## src/rtl/pcm_tdm_scheduler.sv

```systemverilog
// pcm_tdm_scheduler
// Collects one 8-bit PCM sample per channel per frame through valid/ready
// handshakes. Serializes a fixed TDM frame MSB first: a sync word, then one
// slot per channel. A channel with no fresh sample gets the idle word and an
// underrun pulse.
module pcm_tdm_scheduler #(
   parameter int         NCH       = 4,
   parameter logic [7:0] SYNC_WORD = 8'h9B,
   parameter logic [7:0] IDLE_WORD = 8'hD5
) (
   input  logic             clk,
   input  logic             reset,
   input  logic             enable,
   input  logic [NCH*8-1:0] ch_data,
   input  logic [NCH-1:0]   ch_valid,
   output logic [NCH-1:0]   ch_ready,
   output logic             out_pcm,
   output logic             out_valid,
   output logic             frame_start,
   output logic [2:0]       slot,
   output logic [2:0]       bit_idx,
   output logic [NCH-1:0]   underrun,
   output logic [7:0]       underrun_cnt
);

   typedef enum logic [1:0] {
      ST_IDLE,
      ST_SYNC,
      ST_CHAN
   } state_e;

   localparam logic [2:0] LAST_SLOT = 3'(NCH);

   // The sequencer (state, seq_slot, seq_bit) names the bit that the next
   // clock edge will put on the line. The output registers then describe the
   // bit currently on the line, so a slot word is loaded on the very edge
   // that emits its MSB.
   state_e         state_q, state_d;
   logic [2:0]     seq_slot_q, seq_slot_d;
   logic [2:0]     seq_bit_q, seq_bit_d;

   // sr_q[7] is the bit currently on the line.
   logic [7:0]     sr_q, sr_d;
   logic           out_valid_q, out_valid_d;
   logic           frame_start_q, frame_start_d;
   logic [2:0]     slot_q, slot_d;
   logic [2:0]     bit_idx_q, bit_idx_d;
   logic [NCH-1:0] underrun_q, underrun_d;
   logic [7:0]     underrun_cnt_q, underrun_cnt_d;

   // Per-channel one-sample holding registers.
   logic [NCH-1:0] full_q, full_d;
   logic [7:0]     buf_q [NCH];
   logic [7:0]     buf_d [NCH];

   logic [7:0]     load_word;

   // A channel is ready whenever its buffer is empty and reset is not held.
   assign ch_ready     = ~full_q & {NCH{~reset}};
   assign out_pcm      = sr_q[7];
   assign out_valid    = out_valid_q;
   assign frame_start  = frame_start_q;
   assign slot         = slot_q;
   assign bit_idx      = bit_idx_q;
   assign underrun     = underrun_q;
   assign underrun_cnt = underrun_cnt_q;

   // Next-state logic: frame sequencing, slot loads, underruns and handshakes.
   always_comb begin
      // NOTE: every signal written here gets a default first, so no path can leave one unassigned and infer a latch.
      state_d        = state_q;
      seq_slot_d     = seq_slot_q;
      seq_bit_d      = seq_bit_q;
      sr_d           = sr_q;
      out_valid_d    = 1'b0;
      frame_start_d  = 1'b0;
      slot_d         = '0;
      bit_idx_d      = '0;
      underrun_d     = '0;
      underrun_cnt_d = underrun_cnt_q;
      full_d         = full_q;
      buf_d          = buf_q;
      load_word      = IDLE_WORD;

      unique case (state_q)
         ST_IDLE: begin
            sr_d = '0;
            if (enable) begin
               state_d    = ST_SYNC;
               seq_slot_d = '0;
               seq_bit_d  = '0;
            end
         end

         ST_SYNC, ST_CHAN: begin
            out_valid_d   = 1'b1;
            slot_d        = seq_slot_q;
            bit_idx_d     = seq_bit_q;
            frame_start_d = (state_q == ST_SYNC) && (seq_bit_q == 3'd0);

            if (seq_bit_q == 3'd0) begin
               // Slot load: only a sample buffered before this edge counts.
               if (state_q == ST_SYNC) begin
                  load_word = SYNC_WORD;
               end else begin
                  for (int i = 0; i < NCH; i++) begin
                     if (seq_slot_q == 3'(i + 1)) begin
                        if (full_q[i]) begin
                           load_word = buf_q[i];
                           full_d[i] = 1'b0;
                        end else begin
                           load_word     = IDLE_WORD;
                           underrun_d[i] = 1'b1;
                           if (underrun_cnt_q != 8'hFF) begin
                              underrun_cnt_d = underrun_cnt_q + 8'd1;
                           end
                        end
                     end
                  end
               end
               sr_d = load_word;
            end else begin
               sr_d = {sr_q[6:0], 1'b0};
            end

            if (seq_bit_q != 3'd7) begin
               seq_bit_d = seq_bit_q + 3'd1;
            end else begin
               seq_bit_d = '0;
               if (state_q == ST_SYNC) begin
                  state_d    = ST_CHAN;
                  seq_slot_d = 3'd1;
               end else if (seq_slot_q != LAST_SLOT) begin
                  seq_slot_d = seq_slot_q + 3'd1;
               end else if (enable) begin
                  // Last bit of the frame: enable decides back-to-back or stop.
                  state_d    = ST_SYNC;
                  seq_slot_d = '0;
               end else begin
                  state_d    = ST_IDLE;
                  seq_slot_d = '0;
               end
            end
         end

         default: begin
            state_d = ST_IDLE;
         end
      endcase

      // Accepts cannot collide with a data load: ready implies the buffer is empty.
      for (int i = 0; i < NCH; i++) begin
         if (ch_valid[i] && ch_ready[i]) begin
            full_d[i] = 1'b1;
            buf_d[i]  = ch_data[8*i +: 8];
         end
      end
   end

   // Sequencer, shift register, output registers and full flags.
   always_ff @(posedge clk) begin
      // NOTE: sequential state uses non-blocking assignments so every flop updates from pre-edge values.
      if (reset) begin
         state_q        <= ST_IDLE;
         seq_slot_q     <= '0;
         seq_bit_q      <= '0;
         sr_q           <= '0;
         out_valid_q    <= 1'b0;
         frame_start_q  <= 1'b0;
         slot_q         <= '0;
         bit_idx_q      <= '0;
         underrun_q     <= '0;
         underrun_cnt_q <= '0;
         full_q         <= '0;
      end else begin
         state_q        <= state_d;
         seq_slot_q     <= seq_slot_d;
         seq_bit_q      <= seq_bit_d;
         sr_q           <= sr_d;
         out_valid_q    <= out_valid_d;
         frame_start_q  <= frame_start_d;
         slot_q         <= slot_d;
         bit_idx_q      <= bit_idx_d;
         underrun_q     <= underrun_d;
         underrun_cnt_q <= underrun_cnt_d;
         full_q         <= full_d;
      end
   end

   // Sample storage.
   always_ff @(posedge clk) begin
      // NOTE: sample buffers are deliberately not reset; full_q alone says whether buf_q holds a valid sample.
      buf_q <= buf_d;
   end

endmodule

```

## config.mk

```make
export PLATFORM = sky130hd
export DESIGN_NAME = pcm_tdm_scheduler
export DESIGN_NICKNAME = d
export VERILOG_FILES = /design/src/rtl/pcm_tdm_scheduler.sv
export SDC_FILE = /design/constraint.sdc
export NUM_CORES = 1
export LEC_CHECK = 0
export ABC_AREA = 1
export CAP_MARGIN = 20
export CORE_MARGIN = 5
export CORE_UTILIZATION = 51
export DETAILED_ROUTE_END_ITERATION = 10
export GPL_TIMING_DRIVEN = 0
export PLACE_DENSITY = 0.88
export SKIP_LAST_GASP = 1
export SYNTH_ARGS = -nofsm -noshare
export SYNTH_HDL_FRONTEND = slang
export SYNTH_SLANG_ARGS = --single-unit
export TNS_END_PERCENT = 5
```

## constraint.sdc

```tcl
create_clock -name clk -period 2.05 [get_ports clk]
set_input_delay 0.41 -clock clk [delete_from_list [all_inputs] [get_ports clk]]
set_output_delay 0.41 -clock clk [all_outputs]
set_load 0.01 [all_outputs]
```

Word-level counts from Yosys, hierarchy flattened
Index checks and enable logic that the tools add are counted.
{"block": "op_classes", "n_addsub": 3, "eq_ne": 16, "mux": 52, "bitwise": 10, "reduce_logical": 34}
{"op": "8-bit 2-to-1 mux", "n": 22}
{"op": "2-bit nonzero test", "n": 13}
{"op": "5-bit OR reduction", "n": 4}
{"op": "8-bit case mux with 2 select lines", "n": 1}
{"op": "4-bit AND reduction", "n": 4}
{"op": "3-bit 2-to-1 mux", "n": 5}
{"op": "1-bit 2-to-1 mux", "n": 14}
{"op": "4-bit 2-to-1 mux", "n": 3}
{"op": "3-bit case mux with 2 select lines", "n": 2}
{"op": "3-bit inequality test (second input constant)", "n": 3}
{"op": "3-bit AND reduction", "n": 3}
{"op": "8-bit by 1-bit adder with 8-bit output (second input constant)", "n": 1}
{"op": "2-bit 2-to-1 mux", "n": 4}
{"op": "2-bit by 1-bit inequality test with 1-bit output (second input constant)", "n": 4}
{"op": "8-bit inequality test (second input constant)", "n": 1}
{"op": "1-bit NOT", "n": 8}
{"op": "3-bit by 1-bit adder with 3-bit output (second input constant)", "n": 2}
{"op": "3-bit by 2-bit == test with 1-bit output (second input constant)", "n": 2}
{"op": "1-bit logical AND", "n": 5}
{"op": "4-bit bitwise AND", "n": 1}
{"op": "2-bit inequality test (second input constant)", "n": 2}
{"op": "4-bit NOT", "n": 1}
{"op": "2-bit case mux with 2 select lines", "n": 1}
{"op": "2-bit OR reduction", "n": 2}
{"op": "7 further kinds", "n": 7}
{"block": "word_totals", "wordCells": 136, "regBits": 72, "output_inout_bits": 25}

Logic depth before layout (Yosys ltp)
{"block": "depth", "ltp_word": 13, "depth_mapped": 13, "ltp_nobuf": 13}

Worst setup path before layout
OpenSTA, ideal clock, no wires.
{"block": "synth_path", "path_type": "input port to flip-flop", "startpoint": "input port reset", "endpoint": "register buf_q[0] (netlist bit) (enable)", "setup_time_ns": 0.324, "arrival_ns": 1.272, "path_slack_ns": 0.454, "path_stages": 5, "cell_sequence": "clkbuf_1 > clkbuf_1 > nor2_1 > nand2_1 > inv_1"}
{"block": "synth_between", "elab_chain_cells": 3}
{"element": "start, declared", "line_no": "12", "rtl": "input logic reset,"}
{"element": "1-bit NOT", "line_no": "59", "rtl": "assign ch_ready = ~full_q & {NCH{~reset}};"}
{"element": "4-bit bitwise AND", "line_no": "59"}
{"element": "via ch_ready[3]", "line_no": "16", "rtl": "output logic [NCH-1:0] ch_ready,"}
{"element": "1-bit logical AND", "line_no": "153", "rtl": "if (ch_valid[i] && ch_ready[i]) begin"}
{"element": "end signal, assigned", "line_no": "193", "rtl": "buf_q <= buf_d;"}
{"element": "end, declared", "line_no": "53", "rtl": "logic [7:0] buf_q [NCH];"}
The timed path passes the listed nets, and every way through them passes these cells.
A chain may end at the register's enable or synchronous reset.

Worst setup path in the final report
{"block": "layout_path", "startpoint": "input port reset", "endpoint": "output port ch_ready[3]"}
{"block": "layout_between", "elab_chain_cells": 2}
{"element": "1-bit NOT", "line_no": "59"}
{"element": "4-bit bitwise AND", "line_no": "59"}
{"element": "end, declared", "line_no": "16"}
Every way passes these cells.

==> run_results.csv <==
group,metric,value,unit
status,status,"completed",
critical_path,crit_slowest_cell,"clkdlybuf4s50_1",
route,route.met3.wl,498,um
logic_synthesis,syn_nets,436,
timing,rsz0062_at_grt,"yes",
critical_path,crit_top_cell,"clkbuf_2",
route,drt_first_pass_iters,5,
critical_path,cp.required,1640,ps
final_layout,drive_gt1_share,10.2,%
critical_path,path_max_fanout,10,
worst_hold_path,min_path_type,"input port to register",
route,met1_length,2970,um
route,antenna_left,0,
floorplanning,placementRows,29,
timing,min_period_over_period,98.4,%
clock_network,root_buffer,"clkbuf_8",
flow_run,drv_cap,0,
critical_path,critPathKind,"input port to primary output",
place,place.gp.congestion,0.984,
final_layout,syn2layout_area_growth,27.8,%
place,placed_cell_area,0.00399,mm^2
power,switchingPower,1.28,mW
power,peakVddDrop,0.000543,V
clock_network,post_cts_buffers,0,
power,combPwrFrac,27.6,%
clock_network,cts_buffers,9,
route,route.met2.wl,3680,um
final_layout,stdcell_area,0.00418,mm^2
global_routing,grt_pass1_wl,12100,um
timing,relSlewSlack,65.6,%
logic_synthesis,yosys_register_bits,72,
place,place_hpwl,5510,um
clock_network,clockBufferDepth,2,
timing,drv_slew,0,
logic_synthesis,seq_area_frac_synth,53.9,%
logic_synthesis,yosys_warnings,0,
timing,worstMarginPinSlew,515,ps
global_routing,grt_max_degree,13,
power,internal_power,2.57,mW
critical_path,crit_path_start_kind,"input port",
final_layout,layout.cells.non_filler,539,
global_routing,first_global_vias,2702,
route,topRoutingLayerUsed,"met4",
route,routedWlPerCell,13.6,um
floorplanning,die_area,0.00811,mm^2
logic_synthesis,syn-cell-area,0.00327,mm^2
timing,max_freq,496,MHz
timing,hold_viol_final,0,
place,dp_slack,-242,ps
timing,setup_viol,0,
floorplanning,fp.dieW,90.1,um
critical_path,critPathMaxStageDelay,580,ps
timing,fin_ws,32.5,ps
floorplanning,io_pins,64,
timing,finalSetupTns,0,ps
floorplanning,coreArea,0.00628,mm^2
floorplanning,start_util,52.1,%
clock_network,cts.sinks,72,
power,clkPwrFrac,27.7,%
timing,fin_skew,5.13,ps
route,vias,2811,
floorplanning,dieHeight,90.1,um
critical_path,cp.arrival,1610,ps
route,drt_iter0_drc,200,
logic_synthesis,avgSynthCellArea,8.51,um^2
clock_network,cts_tree,"done",
global_routing,grt_usage,18.6,%
timing,period_minus_slack,2020,ps
power,power_density,920,mW/mm^2
logic_synthesis,synth_cell_types,30,
place,io_buffers,62,
global_routing,grt_overflow,0,
power,seq_power_share,44.7,%
route,wirelength,7310,um
logic_synthesis,synthCells,384,
route,viasPerCell,5.22,
clock_network,cts_max_level,3,
power,p_leak,1.68,nW
route,drc_errors,0,
critical_path,worstPathCellList,"clkbuf_2 -> clkbuf_2 -> nor2_1 -> clkdlybuf4s50_1",
clock_network,cts_hold_buf,0,
clock_network,clk_latency,340,ps
final_layout,diodes,0,
place,dp_cells,523,
global_routing,antenna_found_initial,0,
final_layout,nets,509,
critical_path,endpoint_kind,"primary output",
power,p_sw_share,33.2,%
clock_network,path_clk_slew,70,ps
## sequential cells by signal, summed over array words and instances (netlist names)
name / flops
sr_q: 8
slot: 3
seq_bit_q: 3
full_q: 4
seq_slot_q: 3
underrun_cnt: 8
out_valid: 1
state_q: 2
buf_q: 32
frame_start: 1
underrun: 4
bit_idx: 3
## synthesized netlist by cell type
library cell / n / area, um^2
nand2_1: 92 / 345
nor2_1: 57 / 214
dfxtp_1: 40 / 801
inv_1: 40 / 150
edfxtp_1: 32 / 961
nand3_1: 22 / 110
a21oi_1: 16 / 80.1
o21ai_0: 14 / 70.1
ha_1: 13 / 163
nand2_2: 7 / 43.8
inv_2: 6 / 22.5
nor3_1: 6 / 30.0
or2_2: 6 / 37.5
clkbuf_1: 5 / 18.8
nand4_1: 4 / 25.0
nor4_1: 4 / 25.0
o211ai_1: 4 / 30.0
a211oi_1: 2 / 15.0
a21oi_2: 2 / 17.5
nor2_2: 2 / 12.5
a31oi_1: 1 / 6.26
buf_6: 1 / 11.3
clkbuf_4: 1 / 7.51
nand3_2: 1 / 10.0
nand4_4: 1 / 21.3
nor2_4: 1 / 11.3
o21ai_1: 1 / 5.00
o31ai_1: 1 / 7.51
or2_4: 1 / 8.76
xor2_1: 1 / 8.76
## worst max-delay path, delay by kind of cell
family | cells | cell delay [ps]
buffers and inverters | 3 | 1000
AND/OR/NAND/NOR | 1 | 200
## cell families (layout without fill, tap and decap cells)
| logic type | count (synthesis) | in the layout | synth area share, % |
|---|---|---|---|
| AND/OR/NAND/NOR | 204 | 204 | 27.4 |
| flip-flops | 72 | 72 | 53.9 |
| buffers and inverters | 53 | 131 | 6.43 |
| AO/OA/AOI/OAI | 41 | 41 | 7.08 |
| XOR/XNOR | 1 | 1 | 0.268 |
| adder cells (fa/ha/maj) | 13 | 13 | 4.98 |
## stage by stage
step / hold slack (ps) / util [%] / power [mW]
after floorplan: 437 / - / 2.43
after global placement: 445 / 63.5 / 2.73
after detailed placement: 457 / 63.5 / 2.77
after CTS: 398 / 66.5 / 3.85
after global routing: 427 / 66.6 / 4.09
final: 408 / 66.6 / 3.85
## final timing paths
path | endpoint | from | slack (ps) | cells after the start
hold reg to reg | sr_q[0]$_SDFFE_PP0P_ | sr_q[0]$_SDFFE_PP0P_ | 470 | 2
setup / recovery | ch_ready[3] | reset | 30 | 4
hold / removal | out_valid$_SDFF_PP0_ | reset | 410 | 2
setup reg to reg | underrun_cnt[7]$_SDFFE_PP0P_ | seq_slot_q[0]$_SDFFE_PP0P_ | 240 | 9
## area by class of cell
class | instances | area [um^2]
fillers | 493 | 2100
flip-flops and latches | 72 | 1760
multi-input cells | 259 | 1300
repair buffers | 62 | 621
inverters | 46 | 173
clock buffers | 10 | 128
well taps | 77 | 96.3
clock inverters | 6 | 60.1
plain buffers | 7 | 40.0
## per-layer routing
layer	up-vias	track usage, %
met5	-	0
met4	0	9.06
met3	17	4.59
met2	104	32.0
met1	1296	21.4
li1	1394	-
## repair_timing
| action | in CTS | in global routing |
|---|---|---|
| endpoints found under the setup margin | 1 | 4 |
| cloned | 0 | 0 |
| gates resized for setup | 2 | 1 |
| pin swaps | 0 | 0 |
## power by group through the flow
stage / clock (mW) / combinational (mW) / sequential, mW
after floorplan: 0 / 0.690 / 1.74
after global placement: 0 / 0.987 / 1.74
after detailed placement: 0 / 1.02 / 1.75
after CTS: 1.09 / 1.04 / 1.72
after global routing: 1.15 / 1.20 / 1.73
final: 1.07 / 1.06 / 1.72
## placed cells by master (no fill, tap or decap)
| cell | instances |
|---|---|
| nor2_2 | 3 |
| a211oi_1 | 2 |
| a31oi_1 | 1 |
| buf_6 | 1 |
| nor2_4 | 1 |
| nor4_1 | 4 |
| nor2_1 | 56 |
| a21oi_2 | 2 |
| o21ai_0 | 14 |
| dfxtp_1 | 40 |
| nand3_2 | 1 |
| nand4_4 | 1 |
| o31ai_1 | 1 |
| bufinv_16 | 1 |
| or2_4 | 1 |
| edfxtp_1 | 32 |
| a21oi_1 | 16 |
| nand2_1 | 92 |
| clkbuf_8 | 9 |
| clkbuf_1 | 4 |
| clkinv_2 | 3 |
| clkdlybuf4s50_1 | 62 |
| nand4_1 | 4 |
| o211ai_1 | 4 |
| nand3_1 | 22 |
| inv_2 | 6 |
| or2_2 | 6 |
| clkbuf_4 | 1 |
| inv_1 | 40 |
| clkbuf_2 | 2 |
| clkinvlp_4 | 2 |
| nor3_1 | 6 |
| ha_1 | 13 |
| o21ai_1 | 1 |
| xor2_1 | 1 |
| nand2_2 | 7 |
Power figures use the tool's default switching activity.
